===== config.mk =====
export PLATFORM = sky130hd
export DESIGN_NAME = inv_bank_arbiter_flat
export DESIGN_NICKNAME = d
export VERILOG_FILES = /design/src/rtl/inv_bank_arbiter_if.sv /design/src/rtl/inv_bank_arbiter.sv /design/src/flat_wrapper.sv
export SDC_FILE = /design/constraint.sdc
export NUM_CORES = 1
export LEC_CHECK = 0
export ABC_AREA = 1
export CORE_ASPECT_RATIO = 0.9
export CORE_UTILIZATION = 50
export CTS_CLUSTER_DIAMETER = 30
export CTS_CLUSTER_SIZE = 25
export DETAILED_ROUTE_END_ITERATION = 6
export PLACE_DENSITY = 0.95
export SYNTH_ARGS = -nofsm -noshare
export SYNTH_HDL_FRONTEND = slang
export SYNTH_SLANG_ARGS = --single-unit

===== constraint.sdc =====
create_clock -name clk -period 3.1 [get_ports clk]
set_input_delay 0.775 -clock clk [delete_from_list [all_inputs] [get_ports clk]]
set_output_delay 0.775 -clock clk [all_outputs]
set_load 0.05 [all_outputs]

===== src/rtl/inv_bank_arbiter_if.sv =====
// Requester and inverter-bank signal bundle for inv_bank_arbiter.
// slave = arbiter side, master = requesters plus inverter bank side.
interface inv_bank_arbiter_if #(
    parameter int NUM_REQ = 4,
    parameter int DATA_W  = 6
);
    logic [NUM_REQ-1:0]        req;
    logic [NUM_REQ*DATA_W-1:0] req_data;
    logic [NUM_REQ-1:0]        gnt;
    logic [NUM_REQ-1:0]        rsp_valid;
    logic [DATA_W-1:0]         rsp_data;
    logic                      busy;
    logic [DATA_W-1:0]         inv_a;
    logic [DATA_W-1:0]         inv_y;

    modport master (
        output req, req_data, inv_y,
        input  gnt, rsp_valid, rsp_data, busy, inv_a
    );

    modport slave (
        input  req, req_data, inv_y,
        output gnt, rsp_valid, rsp_data, busy, inv_a
    );
endinterface


===== src/rtl/inv_bank_arbiter.sv =====
// Round-robin arbiter sharing one hex-inverter bank between NUM_REQ requesters.
// Define INV_BANK_CHECK_EN to build the sticky inv_y == ~inv_a checker.
module inv_bank_arbiter #(
    parameter int NUM_REQ = 4,
    parameter int DATA_W  = 6,
    parameter int SETTLE  = 1
) (
    input  logic               clk,
    input  logic               rst_n,
    inv_bank_arbiter_if.slave  bus,
    output logic               chk_err
);
    localparam int PW = $clog2(NUM_REQ);
    localparam int CW = 4;

    typedef enum logic [1:0] {
        ST_IDLE,
        ST_DRIVE,
        ST_SETTLE,
        ST_DONE
    } state_t;

    state_t              state_q, state_d;
    logic [PW-1:0]       ptr_q, ptr_d;
    logic [PW-1:0]       sel_q, sel_d;
    logic [CW-1:0]       cnt_q, cnt_d;
    logic [NUM_REQ-1:0]  gnt_q, gnt_d;
    logic [NUM_REQ-1:0]  vld_q, vld_d;
    logic [DATA_W-1:0]   rdat_q, rdat_d;
    logic [DATA_W-1:0]   inv_a_q, inv_a_d;

    logic                pick_vld;
    logic [PW-1:0]       pick;
    logic [PW-1:0]       idx;
    logic                cap;

    assign cap = (state_q == ST_SETTLE) && (cnt_q == '0);

    // Scan requests starting at ptr, wrapping by explicit compare.
    always_comb begin
        pick_vld = 1'b0;
        pick     = '0;
        idx      = ptr_q;
        for (int i = 0; i < NUM_REQ; i++) begin
            if (!pick_vld && bus.req[idx]) begin
                pick_vld = 1'b1;
                pick     = idx;
            end
            idx = (idx == PW'(NUM_REQ - 1)) ? '0 : idx + 1'b1;
        end
    end

    // Next-state and registered-output values for the transaction FSM.
    always_comb begin
        state_d = state_q;
        ptr_d   = ptr_q;
        sel_d   = sel_q;
        cnt_d   = cnt_q;
        gnt_d   = gnt_q;
        vld_d   = vld_q;
        rdat_d  = rdat_q;
        inv_a_d = inv_a_q;
        unique case (state_q)
            ST_IDLE: begin
                inv_a_d = '0;
                if (pick_vld) begin
                    gnt_d        = '0;
                    gnt_d[pick]  = 1'b1;
                    inv_a_d      = bus.req_data[pick*DATA_W +: DATA_W];
                    sel_d        = pick;
                    state_d      = ST_DRIVE;
                end
            end
            ST_DRIVE: begin
                cnt_d   = CW'(SETTLE - 1);
                state_d = ST_SETTLE;
            end
            ST_SETTLE: begin
                if (cap) begin
                    rdat_d        = bus.inv_y;
                    vld_d         = '0;
                    vld_d[sel_q]  = 1'b1;
                    state_d       = ST_DONE;
                end else begin
                    cnt_d = cnt_q - 1'b1;
                end
            end
            ST_DONE: begin
                vld_d   = '0;
                gnt_d   = '0;
                inv_a_d = '0;
                ptr_d   = (sel_q == PW'(NUM_REQ - 1)) ? '0 : sel_q + 1'b1;
                state_d = ST_IDLE;
            end
            default: state_d = ST_IDLE;
        endcase
    end

    // State and output registers with synchronous active-low reset.
    always_ff @(posedge clk) begin
        if (!rst_n) begin
            state_q <= ST_IDLE;
            ptr_q   <= '0;
            sel_q   <= '0;
            cnt_q   <= '0;
            gnt_q   <= '0;
            vld_q   <= '0;
            rdat_q  <= '0;
            inv_a_q <= '0;
        end else begin
            state_q <= state_d;
            ptr_q   <= ptr_d;
            sel_q   <= sel_d;
            cnt_q   <= cnt_d;
            gnt_q   <= gnt_d;
            vld_q   <= vld_d;
            rdat_q  <= rdat_d;
            inv_a_q <= inv_a_d;
        end
    end

    assign bus.gnt       = gnt_q;
    assign bus.rsp_valid = vld_q;
    assign bus.rsp_data  = rdat_q;
    assign bus.inv_a     = inv_a_q;
    assign bus.busy      = (state_q != ST_IDLE);

`ifdef INV_BANK_CHECK_EN
    logic chk_q;

    // Sticky flag: bank output disagreed with the driven operand at capture.
    always_ff @(posedge clk) begin
        if (!rst_n) begin
            chk_q <= 1'b0;
        end else if (cap && (bus.inv_y != ~inv_a_q)) begin
            chk_q <= 1'b1;
        end
    end

    assign chk_err = chk_q;
`else
    assign chk_err = 1'b0;
`endif
endmodule


===== src/flat_wrapper.sv =====
// flat-port wrapper written by rule: the top's interface ports become plain ports
module inv_bank_arbiter_flat 
#(
    parameter int NUM_REQ = 4,
    parameter int DATA_W  = 6,
    parameter int SETTLE  = 1
)
  (clk, rst_n, chk_err, bus_req, bus_req_data, bus_inv_y, bus_gnt, bus_rsp_valid, bus_rsp_data, bus_busy, bus_inv_a);
  inv_bank_arbiter_if #(.NUM_REQ(NUM_REQ), .DATA_W(DATA_W)) bus_i ();
  input  logic clk;
  input  logic rst_n;
  output logic chk_err;
  input wire logic [$bits(bus_i.req)-1:0] bus_req;
  input wire logic [$bits(bus_i.req_data)-1:0] bus_req_data;
  input wire logic [$bits(bus_i.inv_y)-1:0] bus_inv_y;
  output wire logic [$bits(bus_i.gnt)-1:0] bus_gnt;
  output wire logic [$bits(bus_i.rsp_valid)-1:0] bus_rsp_valid;
  output wire logic [$bits(bus_i.rsp_data)-1:0] bus_rsp_data;
  output wire logic [$bits(bus_i.busy)-1:0] bus_busy;
  output wire logic [$bits(bus_i.inv_a)-1:0] bus_inv_a;
  assign bus_i.req = bus_req;
  assign bus_i.req_data = bus_req_data;
  assign bus_i.inv_y = bus_inv_y;
  assign bus_gnt = bus_i.gnt;
  assign bus_rsp_valid = bus_i.rsp_valid;
  assign bus_rsp_data = bus_i.rsp_data;
  assign bus_busy = bus_i.busy;
  assign bus_inv_a = bus_i.inv_a;
  inv_bank_arbiter #(.NUM_REQ(NUM_REQ), .DATA_W(DATA_W), .SETTLE(SETTLE)) u_core (.clk(clk), .rst_n(rst_n), .bus(bus_i), .chk_err(chk_err));
endmodule

==> impl_metrics.py <==
metrics = {
    "synthesis": {
        "syn_area_sq_mm": 0.00186,
        "yosys_register_bits": 30,
        "synth_warnings": 0,
        "ys_seq_area_share_pct": 32.3,
        "syn_nets": 328,
        "syn-instance-count": 281,
        "syn_avg_cell_area_sq_um": 6.62,
        "synth.distinct_cells": 32,
    },
    "global_routing": {
        "grt_pass1_wl_um": 7970,
        "track_usage_pct": 27.1,
        "grt_max_degree": 16,
        "grt-ovfl-total": 0,
        "grt_pass1_vias": 1913,
        "antenna_found_initial": 0,
    },
    "die": {
        "start_util_pct": 53.9,
        "dieHeight_um": 59.9,
        "core_area_sq_mm": 0.00345,
        "die_area_sq_mm": 0.00397,
        "rows": 20,
        "die_x_um": 66.3,
        "io_pins": 58,
    },
    "setup_path": {
        "critical-path-max-stage-delay_ps": 800,
        "crit_top_cell": "inv_1",
        "end_kind": "output port",
        "arrival_ps": 1870,
        "crit_family": "buffers and inverters",
        "critPathSlowestCell": "clkdlybuf4s50_1",
        "critPathMaxFanout": 3,
        "required_ps": 2320,
        "critPathLaunchType": "register",
        "r2r_slack_ps": 600,
        "critical_path_buf_inv_count": 3,
        "path_cells": "inv_1 -> ha_1 -> inv_1 -> clkdlybuf4s50_1",
        "critPathKind": "register to output port",
    },
    "outcome": {
        "outcome": "complete, no violations",
    },
    "timing": {
        "hold_violations": 0,
        "relSlewSlack_pct": 61.2,
        "finalMaxSlewViolations": 0,
        "timing_worst_slew_pin_value_ps": 576,
        "max_freq_ghz": 0.379,
        "fin_setup_tns_ps": 0,
        "rsz0062_at_grt": "false",
        "fin_crit_ps": 2640,
        "setup_violations": 0,
        "clock_skew_ps": 4.19,
        "fin_crit_sh_pct": 85.2,
        "holdWs_ps": 472,
    },
    "clock_tree": {
        "worstSkewPairLatency_ps": 290,
        "cts_root_buf": "clkbuf_8",
        "tritoncts": "yes",
        "postCtsSetupBuffers": 0,
        "clk_pin_slew_worst_paths_ps": 60,
        "h-tree-depth": 2,
        "cts_sinks": 30,
        "cts_hold_buffers": 0,
        "cts-resized-gates": 0,
        "clockBufferDepth": 2,
        "cts_buffers": 5,
    },
    "cells_and_area": {
        "final_cell_mix": "nand2_1 (99), clkdlybuf4s50_1 (56), dfxtp_1 (30)",
        "synthToLayoutAreaGrowth_pct": 37.7,
        "drive_gt1_share_pct": 7.92,
        "stdcell_count": 385,
        "antenna_cells": 0,
        "stdcell_area_sq_mm": 0.00256,
        "final_common_cell": "nand2_1",
        "final_nets": 387,
    },
    "pwr": {
        "pwr-share-clk_pct": 16.0,
        "p_comb_share_pct": 60.5,
        "internal_power_mw": 1.17,
        "leakage_nw": 1.17,
        "p_switching_mw": 1.19,
        "pwr-share-seq_pct": 23.5,
        "powerDensity_mw_per_mm2": 919,
        "p_sw_share_pct": 50.4,
        "ir_drop_mv": 0.554,
    },
    "place": {
        "gp_congestion": 0.867,
        "dp_cells": 377,
        "io_buffers": 56,
        "placed_cell_area_sq_mm": 0.00245,
        "place_hpwl_um": 3580,
    },
    "detailed_routing": {
        "vias_per_cell": 5.23,
        "via_count": 2014,
        "drt_iter0_drc": 156,
        "detail_route.wl_per_cell_um": 12.8,
        "routed_wl_um": 4940,
        "drc_errors": 0,
        "ant_nets": 0,
        "drt_pass1_iterations": 5,
    },
    "job": {
        "cap_violations": 0,
    },
    "worst_hold_path": {
        "hold_class": "register to register",
    },
}
[final cells by class]
class,instances,area [sq um]
multi-input combinational,215,1100
fill,280,891
sequential,30,601
timing repair buffer,59,583
inverter,29,111
clock buffer,8,110
tap,44,55.1
[stage by stage]
stage | utilization (%) | power, mW | worst slack (ps)
after floorplan | - | 1.60 | 1040
after global placement | 71.0 | 1.91 | 450
after detailed placement | 71.0 | 1.95 | 339
after CTS | 74.2 | 2.35 | 463
after global routing | 74.2 | 2.54 | 240
final | 74.2 | 2.35 | 459
[power by group through the flow]
stage                     clock [mW]  sequential, mW  combinational (mW)
after global routing           0.395           0.560                1.58
final                          0.377           0.552                1.43
after global placement             0           0.551                1.36
after detailed placement           0           0.555                1.40
after floorplan                    0           0.756               0.844
after CTS                      0.376           0.550                1.42
[cells in the mapped netlist]
cell type	instances	share of area [%]
xor2_1	1	0.47
o21ai_0	17	4.6
buf_6	2	1.2
nand3_4	1	0.94
buf_1	2	0.40
inv_2	1	0.20
dfxtp_1	30	32
nor2_1	18	3.6
nand3_1	22	5.9
nand4_1	6	2.0
a221oi_1	1	0.47
inv_1	26	5.2
o21ai_1	1	0.27
nand2_4	1	0.61
nand2_1	99	20
nand2_2	3	1.0
o211a_1	1	0.54
buf_4	1	0.40
nand3_2	3	1.6
a21oi_2	1	0.47
a21oi_1	21	5.6
ha_1	11	7.4
nor3_1	1	0.27
nor2_4	3	1.8
buf_2	1	0.27
or2_2	1	0.34
conb_1	1	0.20
inv_4	1	0.34
nand4_2	1	0.67
clkbuf_1	1	0.20
clkinv_1	1	0.20
a211oi_1	1	0.40
[tightest hold or removal path: stages (launching register included)]
cell and delay [ps]:
dfxtp_1 310, nand2_1 60, a21oi_1 60
[state kept, by name, indices dropped and copies added, names as in the netlist]
signal	flops
u_core.cnt_q	4
u_core.bus.rsp_data	6
u_core.bus.inv_a	6
u_core.state_q	2
u_core.bus.rsp_valid	4
u_core.ptr_q	2
u_core.sel_q	2
u_core.bus.gnt	4
[per-layer routing]
metal / part of all wire [%] / track usage, % / vias to the layer above
li1: - / - / 1018
met1: 43 / 29.3 / 906
met2: 49 / 48.8 / 74
met3: 5.3 / 9.35 / 16
met4: 2.7 / 10.3 / 0
met5: 0 / 0 / -
[final timing paths]
kind / start / endpoint / depth (start not counted)
worst max-delay path: u_core.state_q[0]$_SDFFE_PN0P_ / bus_busy / 4
worst min-delay path: u_core.bus.inv_a[5]$_SDFFE_PN0P_ / u_core.bus.inv_a[5]$_SDFFE_PN0P_ / 2
worst max register to register: u_core.ptr_q[0]$_SDFFE_PN0P_ / u_core.bus.inv_a[1]$_SDFFE_PN0P_ / 15
worst min register to register: u_core.bus.inv_a[5]$_SDFFE_PN0P_ / u_core.bus.inv_a[5]$_SDFFE_PN0P_ / 2
[logic make-up (layout without fill, tap and decap cells)]
logic type,after synthesis,count (layout),share of synthesized area [%]
other,1,1,0.202
xor gates and xnor gates,1,1,0.471
AOI/OAI and AO/OA,43,43,12.4
and+or+nand+nor,159,159,38.8
buffers and inverters,36,96,8.47
DFF,30,30,32.3
adders and majority gates,11,11,7.40
No activity file was read; power rests on OpenSTA's default activity.
==> patch (config.mk and constraints unchanged) <==
Take the reset off `rdat_q` and load it in a clocked block of its own.
--- a/src/rtl/inv_bank_arbiter.sv
+++ b/src/rtl/inv_bank_arbiter.sv
@@ -105,7 +105,6 @@
             cnt_q   <= '0;
             gnt_q   <= '0;
             vld_q   <= '0;
-            rdat_q  <= '0;
             inv_a_q <= '0;
         end else begin
             state_q <= state_d;
@@ -114,9 +113,12 @@
             cnt_q   <= cnt_d;
             gnt_q   <= gnt_d;
             vld_q   <= vld_d;
-            rdat_q  <= rdat_d;
             inv_a_q <= inv_a_d;
         end
+    end
+
+    always_ff @(posedge clk) begin
+        rdat_q <= rdat_d;
     end
 
     assign bus.gnt       = gnt_q;
Function: differs if rst_n is asserted again (counterexample within 4 cycles, from zero or initial values and one cycle with rst_n low); with rst_n held inactive, the same outputs for 10 cycles.
==> patch against the unedited design <==
- sequential share of layout area rose by 2.9 points
- synthesized area fell by 1.0%
- setup slack got worse by 0.060 ns
- non-clock buffer count fell by 2
- clock skew barely moved
- power fell by 2.9%
- die area fell by 0.97%
- wire length fell by 4.8%
- via count fell by 3.6%
- global-route usage fell by 1.0 points
- sequential cell count did not move
- cell area fell by 2.3%
- critical path type unchanged
- critical endpoint unchanged
==> patch: results (changes against the unedited design) <==
- Yosys warns: 0 (unchanged)
- Syn nets: 310 (-5.5%)
- Metal3 WL: 406 um (+56%)
- NetSw: 1.166 mW (-1.7%)
- Synth unique cells: 34 (+6.3%)
- Synth cell count leaders: nand2_1 (99), inv_1 (28), dfxtp_1 (24), a21oi_1 (21), nand3_1 (20)
- Largest net degree at the start of global routing: 18 (+2)
- Minimum clock period: 2.701 ns (+0.06015 ns)
- Crit path arrival time: 1.93 ns (+0.06 ns)
- WL met2: 2.265 mm (-6.7%)
- GRT Total Usage: 0.2612 (-0.009955)
- Status: finished, final reports clean
- Hold Crit Endpoint: u_core.cnt_q[1]
- Vias in the first global route: 1,844 (-3.6%)
- Filler Cell Count: 283 (+1.1%)
- Post-Place Setup Slack: 0.2929 ns (-0.04599 ns)
- Worst R2R End: u_core.bus.inv_a[4]
- Met1 WL: 1.933 mm (-8.6%)
- Top cells by area, synth: dfxtp_1 (26%), nand2_1 (20%), edfxtp_1 (9.8%)
- Placer Congestion: 0.8755 (+0.99%)
- Post-synth EDFFs: 6 (+6)
- GRT Residual Overflow: 0 (unchanged)
- DPL Wire Length: 3.488 mm (-2.6%)
- Post-synthesis sequential area ratio: 0.3587 (+0.03590)
- Max VDD drop: 0.6207 mV (+12%)
- Initial drt markers: 174 (+12%)
- R2r setup slk: 0.53 ns (-0.07 ns)
- R2R depth: 14 (-1)
- Placed Cells: 358 (-5.0%)
- Worst slew margin: 0.6556 (+0.04363)
- Hold Path Class: flop to flop
- Number of vias per cell: 5.306 (+1.4%)
- Share of cells above drive strength 1: 0.07453 (-0.004645)
- CP max stage delay: 0.82 ns (+0.02 ns)
- Synth Area per Inst: 7.003 um2 (+5.8%)
- Non-filler instance count after layout: 366 (-4.9%)
- P_leak: 1.134 nW (-2.9%)
- First-pass GRT wire length: 7.783 mm (-2.3%)
- Clock Skew: 0.004497 ns (+0.0003058 ns)
- Post-DP Area: 0.002422 mm2 (-1.2%)
-- patch: worst reg2reg max path, cell delays in order (launching register included) --
cell and delay [ns]:
dfxtp_1 0.61, ha_1 0.32, inv_2 0.06, nand2_4 0.11, nand2_1 0.10, nand3_2 0.08, nand2_2 0.07, nor2_4 0.15
nand2_1 0.10, o211ai_2 0.36, inv_2 0.16, nand2_1 0.10, nand2_1 0.07, nand2_1 0.08, a21oi_1 0.06
-- patch: power groups by stage --
| stage | logic, mW | clock network [mW] | registers, mW |
|---|---|---|---|
| after floorplan | 0.838 | 0 | 0.772 |
| after global placement | 1.33 | 0 | 0.577 |
| after detailed placement | 1.38 | 0 | 0.583 |
| after CTS | 1.40 | 0.298 | 0.577 |
| after global routing | 1.56 | 0.318 | 0.588 |
| final | 1.41 | 0.298 | 0.578 |
-- patch: logic make-up (layout without fill, tap and decap cells) --
kind of cell,after synthesis,count (layout),synth area share
other,1,1,0.002036
AND/OR/NAND/NOR,142,142,0.3519
buffers and inverters,40,99,0.09374
XOR/XNOR,1,1,0.004756
adder cells (fa/ha/maj),11,11,0.07473
AO/OA/AOI/OAI,38,38,0.1141
flip-flops,30,30,0.3587
-- patch: final cells by class --
class,instances,share of cell area
sequential,30,0.2639
clock buffer,6,0.02899
timing repair buffer,57,0.2269
clock inverter,2,0.003498
multi-input combinational,193,0.4028
tap,44,0.02199
inverter,34,0.05197
-- patch: stage by stage --
| stage | util | hold slack (ns) |
|---|---|---|
| floorplan | - | 0.4256 |
| global placement | 0.7014 | 0.4436 |
| detailed placement | 0.7014 | 0.4483 |
| CTS | 0.7250 | 0.4635 |
| global route | 0.7250 | 0.4820 |
| finish | 0.7250 | 0.4618 |
-- patch: worst max-delay path by stage --
stage,from,endpoint
global placement,bus_req[3],u_core.bus.inv_a[4]
CTS,u_core.state_q[0],bus_busy
finish,u_core.state_q[0],bus_busy
detailed placement,bus_req[3],u_core.bus.inv_a[4]
global route,u_core.ptr_q[0],u_core.bus.inv_a[4]
floorplan,bus_req[3],u_core.bus.inv_a[0]
-- patch: layer usage --
metal  up-vias  track usage
li1        967            -
met1       854       0.3072
met2       109       0.4461
met3        12      0.07308
met4         0       0.1125
met5         -            0
